`config.mk`:
```
export PLATFORM = sky130hd
export DESIGN_NAME = synapse_weight_reader
export DESIGN_NICKNAME = d
export VERILOG_FILES = /design/src/rtl/izh_pkg.sv /design/src/rtl/sat_acc.sv /design/src/rtl/synapse_weight_reader.sv
export SDC_FILE = /design/constraint.sdc
export NUM_CORES = 1
export LEC_CHECK = 0
export CAP_MARGIN = 20
export CORE_ASPECT_RATIO = 0.5
export CORE_MARGIN = 1.5
export CORE_UTILIZATION = 35
export DETAILED_ROUTE_END_ITERATION = 8
export DONT_BUFFER_PORTS = 1
export SETUP_SLACK_MARGIN = 0.02
export SLEW_MARGIN = 10
export SYNTH_ARGS = -nofsm -noshare
export SYNTH_HDL_FRONTEND = slang
export SYNTH_SLANG_ARGS = --single-unit
```
`constraint.sdc`:
```
create_clock -name clk -period 5.7 [get_ports clk]
set_input_delay 1.14 -clock clk [delete_from_list [all_inputs] [get_ports clk]]
set_output_delay 1.14 -clock clk [all_outputs]
set_load 0.005 [all_outputs]
```
`src/rtl/izh_pkg.sv`:
```
// Shared types and the saturating-add helper for the synaptic weight reader.
package izh_pkg;

   localparam int unsigned WIDTH_DEF      = 8;
   localparam int unsigned NEURON_ADR_DEF = 5;
   localparam int unsigned WEIGHTS_DEF    = 31;
   localparam int unsigned ACC_W_DEF      = 16;
   localparam int unsigned LANES          = (WEIGHTS_DEF + 1) / WIDTH_DEF;
   localparam int unsigned ROWS           = 2 ** (NEURON_ADR_DEF + 1);

   typedef enum logic [1:0] {StIdle, StScan, StDone} state_t;

   typedef struct packed {
      logic               sat;
      logic signed [31:0] sum;
   } sat_sum_t;

   // Operands arrive sign-extended to 32 bits, so the raw sum cannot overflow for acc_w < 31.
   function automatic sat_sum_t sat_add(input logic signed [31:0] acc,
                                        input logic signed [31:0] w,
                                        input int unsigned        acc_w);
      sat_sum_t           r;
      logic signed [31:0] s;
      logic signed [31:0] hi;
      logic signed [31:0] lo;
      s     = acc + w;
      hi    = (32'sd1 <<< (acc_w - 1)) - 32'sd1;
      lo    = -hi - 32'sd1;
      r.sat = 1'b0;
      r.sum = s;
      if (s > hi) begin
         r.sat = 1'b1;
         r.sum = hi;
      end else if (s < lo) begin
         r.sat = 1'b1;
         r.sum = lo;
      end
      return r;
   endfunction

endpackage

```
`src/rtl/sat_acc.sv`:
```
// One postsynaptic lane: signed saturating accumulator with a sticky clamp flag.
module sat_acc
   import izh_pkg::*;
#(
   parameter int unsigned WIDTH = 8,
   parameter int unsigned ACC_W = 16
) (
   input  logic             clk,
   input  logic             rst_n,
   input  logic             clr,
   input  logic             en,
   input  logic [WIDTH-1:0] w,
   output logic [ACC_W-1:0] acc,
   output logic             sat
);

   sat_sum_t res;

   always_comb begin
      res = sat_add({{(32 - ACC_W){acc[ACC_W-1]}}, acc}, {{(32 - WIDTH){w[WIDTH-1]}}, w}, ACC_W);
   end

   always_ff @(posedge clk) begin
      if (!rst_n) begin
         acc <= '0;
         sat <= 1'b0;
      end else if (clr) begin
         acc <= '0;
         sat <= 1'b0;
      end else if (en) begin
         acc <= res.sum[ACC_W-1:0];
         sat <= sat | res.sat;
      end
   end

endmodule

```
`src/rtl/synapse_weight_reader.sv`:
```
// Sweeps every weight RAM row once per start, accumulating rows whose presynaptic neuron spiked,
// then offers the per-lane currents over a valid/ready handshake.
module synapse_weight_reader
   import izh_pkg::*;
#(
   parameter int unsigned WIDTH      = WIDTH_DEF,
   parameter int unsigned NEURON_ADR = NEURON_ADR_DEF,
   parameter int unsigned WEIGHTS    = WEIGHTS_DEF,
   parameter int unsigned ACC_W      = ACC_W_DEF
) (
   input  logic                                   clk,
   input  logic                                   rst_n,
   input  logic                                   start,
   input  logic [2**(NEURON_ADR+1)-1:0]           spikes,
   output logic                                   busy,
   output logic [NEURON_ADR:0]                    dpra,
   input  logic [WEIGHTS:0]                       dpo,
   output logic                                   sum_valid,
   input  logic                                   sum_ready,
   output logic [((WEIGHTS+1)/WIDTH)*ACC_W-1:0]   sum_data,
   output logic [((WEIGHTS+1)/WIDTH)-1:0]         sum_sat
);

   localparam int unsigned NLanes = (WEIGHTS + 1) / WIDTH;
   localparam int unsigned NRows  = 2 ** (NEURON_ADR + 1);
   localparam logic [NEURON_ADR:0] LastRow = '1;

   state_t              state_q, state_d;
   logic [NEURON_ADR:0] dpra_q, dpra_d;
   logic [NRows-1:0]    spike_q, spike_d;
   logic                clr;
   logic                en;

   always_comb begin
      state_d = state_q;
      dpra_d  = dpra_q;
      spike_d = spike_q;
      clr     = 1'b0;
      en      = 1'b0;
      unique case (state_q)
         StIdle: begin
            if (start) begin
               spike_d = spikes;
               dpra_d  = '0;
               clr     = 1'b1;
               state_d = StScan;
            end
         end
         StScan: begin
            // dpo is combinational from dpra, so this cycle's row is on the bus now.
            en = spike_q[dpra_q];
            if (dpra_q == LastRow) begin
               state_d = StDone;
            end else begin
               dpra_d = dpra_q + 1'b1;
            end
         end
         StDone: begin
            if (sum_ready) begin
               state_d = StIdle;
            end
         end
         default: state_d = StIdle;
      endcase
   end

   always_ff @(posedge clk) begin
      if (!rst_n) begin
         state_q <= StIdle;
         dpra_q  <= '0;
         spike_q <= '0;
      end else begin
         state_q <= state_d;
         dpra_q  <= dpra_d;
         spike_q <= spike_d;
      end
   end

   assign busy      = (state_q == StScan);
   assign sum_valid = (state_q == StDone);
   assign dpra      = dpra_q;

   for (genvar k = 0; k < NLanes; k++) begin : g_lane
      sat_acc #(
         .WIDTH(WIDTH),
         .ACC_W(ACC_W)
      ) u_lane (
         .clk  (clk),
         .rst_n(rst_n),
         .clr  (clr),
         .en   (en),
         .w    (dpo[k*WIDTH +: WIDTH]),
         .acc  (sum_data[k*ACC_W +: ACC_W]),
         .sat  (sum_sat[k])
      );
   end

endmodule

```
==> flow_metrics.tcl, run 1 <==
set metrics [dict create \
    status "complete, no violations" \
    synth_edf_count 0 \
    r2r_slack_ps 1880 \
    grt_pass1_vias 7319 \
    cts_setup_buffers 0 \
    min-delay-start "spike_q[24]$_SDFFE_PN0P_" \
    wl_per_cell_um 16.4 \
    gp_congestion 0.876 \
    cp_max_fo 86 \
    ys_ff_latch 140 \
    placedCellCount 1373 \
    grt_overflow 0 \
    die_y_um 117 \
    clk_path_buf_depth 2 \
    vdd_drop_max_mv 0.160 \
    placement.cell_area_um2 9300 \
    clock.fmax_ghz 0.262 \
    htreeDepth 4 \
    cts_inserted_buffers 17 \
    insertion_delay_ps 440 \
    clkSinkCount 140 \
    synth_warnings 0 \
    period_minus_slack_ps 3820 \
    synth_ff_type "dfxtp_1" \
    cts-root-buf "clkbuf_16" \
    core-area_um2 25400 \
    cts-resized-gates 0 \
    maxSlewViolCount 0 \
    critPathKind "flop to flop" \
    antenna_found_initial 0 \
    drt-initial-drc-count 420 \
    r2r_start "dpra[0]$_SDFFE_PN0P_" \
    drtPass1Iterations 5 \
    cp_data_required_time_ps 6060 \
    seq_area_frac_synth 0.307 \
    dieWidth_um 231 \
    area_growth_pct 8.96 \
    path_clk_slew_ps 60 \
    synth.distinct_cells 64 \
    wirelength_um 23100 \
    dp_hpwl_um 16300 \
    fp-row-count 41 \
    setup_viol 0 \
    netlist_area_um2 9130 \
    fin_cells 1408 \
    postLayoutCellArea_um2 9950 \
    hold_path.class "flop to flop" \
    syn_nets 1258 \
    power_leakage_nw 3.77 \
    power_density_nw_per_um2 264 \
    crit_path_end_kind "flop" \
    drive_gt1_frac 0.0695 \
    critPathArrivalTime_ps 4180 \
    start_util 0.360 \
    dpl_worst_slack_ps 1460 \
    syn_avg_cell_area_um2 8.38 \
    finalWorstSetupSlack_ps 1880 \
    ys_async_sr_fraction 0 \
    fillers 2520 \
    cts_tree "yes" \
    port_buffers 0 \
    relSlewSlack 0.382 \
    die-area_um2 27100 \
    path_buf_inv 2 \
    ios 176 \
    holdBufCountCts 0 \
    vias 7589 \
    finalSetupTns_ps 0 \
    synthesis.instances 1089 \
    cap_violations 0 \
    grt_usage 0.172 \
    cpMaxStageDelayCell "a31o_4" \
    drc_errors 0 \
    cpPeakStageDelay_ps 830 \
    start_kind "flop" \
    nets 1220 \
    antenna_left 0 \
    rsz0062_at_grt "no" \
    grt_pass1_wl_um 36900 \
    post-route-period-util 0.670 \
    cp-startpoint "dpra[0]$_SDFFE_PN0P_" \
    critPathMostFrequentCell "buf_4" \
    hold_violations 0 \
    grt_max_degree 87 \
    vias_per_cell 5.39 \
    worstMarginPinSlew_ps 927 \
    path_delay_family "compound AO/OA/AOI/OAI gates" \
    cp_cell_sequence "buf_4 > mux4_2 > nor2b_1 > a211oi_1 > a311oi_1 > a31o_4 > buf_4 > nand2_1 > o21ai_0" \
    skew_ps 10.4 \
    n_antenna_cell 0 \
]
-- final cells by class --
type	instances	area (um^2)	area share
tap	344	430	0.0433
inverter	35	131	0.0132
multi-input combinational	847	5890	0.592
clock inverter	11	134	0.0135
sequential	140	2800	0.282
timing repair buffer	10	104	0.0104
clock buffer	21	460	0.0463
-- synthesized netlist by cell type (5+ instances only) --
| master | number | share of area |
|---|---|---|
| a211oi_1 | 11 | 0.0090 |
| a21boi_0 | 64 | 0.053 |
| a21o_1 | 8 | 0.0066 |
| a21oi_1 | 98 | 0.054 |
| a31oi_1 | 9 | 0.0062 |
| and2_1 | 6 | 0.0041 |
| and3_1 | 5 | 0.0034 |
| buf_2 | 19 | 0.010 |
| buf_4 | 8 | 0.0066 |
| clkbuf_1 | 33 | 0.014 |
| dfxtp_1 | 140 | 0.31 |
| ha_1 | 65 | 0.089 |
| inv_1 | 35 | 0.014 |
| maj3_1 | 60 | 0.066 |
| mux2i_1 | 8 | 0.0088 |
| mux4_2 | 18 | 0.044 |
| nand2_1 | 166 | 0.068 |
| nand2b_1 | 8 | 0.0055 |
| nand3_1 | 20 | 0.011 |
| nor2_1 | 38 | 0.016 |
| nor2b_1 | 13 | 0.0089 |
| nor3_1 | 22 | 0.012 |
| nor4_1 | 6 | 0.0041 |
| o21a_1 | 7 | 0.0058 |
| o21ai_0 | 86 | 0.047 |
| o21bai_1 | 11 | 0.0090 |
| o31ai_1 | 6 | 0.0049 |
| or2_2 | 5 | 0.0034 |
| or3_1 | 7 | 0.0048 |
| xnor2_1 | 13 | 0.012 |
| xor2_1 | 37 | 0.035 |
-- path summary, 6_finish.rpt --
| kind | end | depth (start not counted) |
|---|---|---|
| worst min-delay path | spike_q[24]$_SDFFE_PN0P_ | 2 |
| worst max-delay path | g_lane[0].u_lane.sat$_SDFFE_PP0P_ | 9 |
| worst max register to register | g_lane[0].u_lane.sat$_SDFFE_PP0P_ | 9 |
| worst min register to register | spike_q[24]$_SDFFE_PN0P_ | 2 |
-- power by group --
| group | switching, mW | internal (mW) | leakage (nW) |
|---|---|---|---|
| Clock | 0.467 | 0.673 | 0.289 |
| Combinational | 0.241 | 0.180 | 2.34 |
| Sequential | 0.0356 | 1.03 | 1.14 |
| Total | 0.744 | 1.88 | 3.77 |
-- layer usage --
layer  vias to the layer above  track usage  part of all wire  wire length, um
met5                         -            0                 0                0
met4                         0       0.0767             0.035              805
met3                        39       0.0487             0.044             1020
met2                       140        0.297              0.47            10800
met1                      3581        0.203              0.45            10400
li1                       3829            -                 -                -
-- flip-flops by register name, summed over array words and instances, names as in the netlist --
register           flops
g_lane.u_lane.acc     64
spike_q               64
g_lane.u_lane.sat      4
dpra                   6
state_q                2
-- tightest hold or removal path: cells and delay by family, from the launching register on --
family | cells | cell delay [ps]
flops | 1 | 310
compound gates | 1 | 60
simple gates | 1 | 50
-- through the flow --
step                hold slack, ps   util  power (mW)
floorplan                      426      -        1.42
global placement               447  0.366        1.49
detailed placement             453  0.366        1.50
CTS                            462  0.390        2.66
global route                   482  0.392        2.76
finish                         460  0.392        2.62
-- logic make-up after synthesis --
kind of cell	share of synthesized area
AO/OA/AOI/OAI	0.225
XOR/XNOR	0.0480
adder cells (fa/ha/maj)	0.164
buffers and inverters	0.0504
flip-flops	0.307
multiplexers	0.0532
AND/OR/NAND/NOR	0.153
-- cells in the final DEF (no fill, tap or decap), types with 6 or more instances in the layout --
cell type  netlist  final
nor2_1          38     38
a31oi_1          9      9
nand3_1         20     20
inv_1           35     35
mux2i_1          8      8
nor2b_1         13     13
maj3_1          60     60
nor4_1           6      6
dfxtp_1        140    140
o21ai_0         86     86
nand2b_1         8      8
clkbuf_16        0     17
nor3_1          22     21
nand2_1        166    165
xor2_1          37     37
buf_4            8      7
a21boi_0        64     64
a211oi_1        11     11
xnor2_1         13     13
mux4_2          18     18
a21oi_1         98     98
a21o_1           8      8
o21bai_1        11     11
ha_1            65     65
or3_1            7      7
o31ai_1          6      6
o21a_1           7      7
(Power assumes the default switching activity.)
==> run 2, diff against run 1 <==
==> constraint.sdc (replaced) <==
create_clock -name clk -period 3.6 [get_ports clk]
set_input_delay 0.72 -clock clk [delete_from_list [all_inputs] [get_ports clk]]
set_output_delay 0.72 -clock clk [all_outputs]
set_load 0.005 [all_outputs]
==> run 2 against run 1 <==
Worst hold slack worse by 50 ps. First-iteration DRC count is 22% lower. Sequential power is 58% higher. Wire length is 1.4% higher. Die area stayed put. Highest routed layer unchanged.
==> flow_metrics.tcl, run 2 (synthesized netlist as in run 1, its figures left out) <==
set metrics [dict create \
    status "complete, no violations" \
    htreeDepth 4 \
    relSlewSlack 0.495 \
    cpMaxStageDelayCell "dfxtp_1" \
    die_y_um 117 \
    grt_pass1_vias 7435 \
    cpPeakStageDelay_ps 420 \
    cap_violations 0 \
    cts_tree "yes" \
    dieWidth_um 231 \
    worstMarginPinSlew_ps 757 \
    cp_cell_sequence "ha_1 > inv_1 > fa_1 > nor2b_1 > o21a_1 > o21ai_1 > a2111oi_2 > o311ai_1 > a21o_1 > buf_12 > maj3_1 > a21oi_1" \
    grt_pass1_wl_um 37400 \
    drt-initial-drc-count 328 \
    start_kind "flop" \
    port_buffers 0 \
    maxSlewViolCount 0 \
    finalSetupTns_ps 0 \
    cts-root-buf "clkbuf_16" \
    fin_cells 1425 \
    wirelength_um 23400 \
    post-route-period-util 0.885 \
    path_clk_slew_ps 60 \
    dpl_worst_slack_ps 80.1 \
    gp_congestion 0.892 \
    vias_per_cell 5.40 \
    antenna_found_initial 1 \
    fp-row-count 41 \
    power_density_nw_per_um2 410 \
    clk_path_buf_depth 2 \
    crit_path_end_kind "flop" \
    drc_errors 0 \
    period_minus_slack_ps 3180 \
    start_util 0.360 \
    area_growth_pct 10.2 \
    die-area_um2 27100 \
    nets 1236 \
    clkSinkCount 140 \
    drive_gt1_frac 0.0852 \
    power_leakage_nw 3.85 \
    placedCellCount 1391 \
    hold_path.class "input port to flop" \
    skew_ps 8.80 \
    antenna_left 0 \
    vias 7698 \
    path_buf_inv 2 \
    most-common-layout-cells "nand2_1 (165), dfxtp_1 (140), a21oi_1 (98)" \
    insertion_delay_ps 440 \
    wl_per_cell_um 16.4 \
    grt_max_degree 71 \
    path_delay_family "compound AO/OA/AOI/OAI gates" \
    holdBufCountCts 0 \
    critPathArrivalTime_ps 3550 \
    grt_overflow 0 \
    clock.fmax_ghz 0.314 \
    final_common_cell "nand2_1" \
    r2r_slack_ps 420 \
    critPathKind "flop to flop" \
    placement.cell_area_um2 9460 \
    cp_max_fo 10 \
    core-area_um2 25400 \
    drtPass1Iterations 4 \
    ios 176 \
    cp_data_required_time_ps 3970 \
    grt_usage 0.176 \
    hold_violations 0 \
    cts_inserted_buffers 17 \
    finalWorstSetupSlack_ps 416 \
    rsz0062_at_grt "no" \
    postLayoutCellArea_um2 10100 \
    vdd_drop_max_mv 0.331 \
    setup_viol 0 \
    dp_hpwl_um 17000 \
    fin_hold_ws_ps 410 \
]
## run 2: cell count changes in the layout (fill, tap and decap cells not counted), sizes merged
cell    delta
clkinv     -1
bufinv     -1
diode      +1
buf       +16
inv        +2
## run 2: final timing paths
path	cells after the start	end	from
setup reg to reg	12	g_lane[1].u_lane.acc[11]$_SDFFE_PP0P_	g_lane[1].u_lane.acc[0]$_SDFFE_PP0P_
hold / removal	1	dpra[1]$_SDFFE_PN0P_	rst_n
hold reg to reg	2	spike_q[38]$_SDFFE_PN0P_	spike_q[38]$_SDFFE_PN0P_
setup / recovery	12	g_lane[1].u_lane.acc[11]$_SDFFE_PP0P_	g_lane[1].u_lane.acc[0]$_SDFFE_PP0P_
## run 2: repair_timing
action,in CTS,in global routing
resized for setup,0,1
setup buffers,0,0
endpoints found under the setup margin,0,1
## run 2: metrics by stage
stage           util  total power, mW
5_1_grt        0.396             4.35
3_3_place_gp   0.373             2.38
3_5_place_dp   0.373             2.40
6_report       0.396             4.13
2_1_floorplan      -             2.25
4_1_cts        0.395             4.19
## run 2: power breakdown
| part | leakage, nW | total (mW) | internal, mW | switching, mW |
|---|---|---|---|---|
| combinational | 2.42 | 0.688 | 0.298 | 0.389 |
| clock | 0.285 | 1.76 | 1.01 | 0.746 |
| sequential | 1.14 | 1.68 | 1.63 | 0.0533 |
| total | 3.85 | 4.13 | 2.94 | 1.19 |
## run 2: worst register-to-register path: cells and delay by family, from the launching register on
kind	cells	cell delay [ps]
simple gates	1	140
flops	1	420
fa+ha+maj	3	960
buf+inv	2	260
compound gates	6	1320
## run 2: area by class of cell
cell class              instances  area, um^2
flip-flops and latches        140        2800
clock inverters                11         105
clock buffers                  21         470
repair buffers                 26         224
multi-input cells             847        5890
well taps                     344         430
inverters                      35         131
fillers                      2594       15300
diodes                          1        2.50
## run 2: per-layer routing
metal,global-route usage,routed length [um]
met4,0.0824,802
met1,0.203,10300
met5,0,0
met3,0.0463,1000
met2,0.308,11300
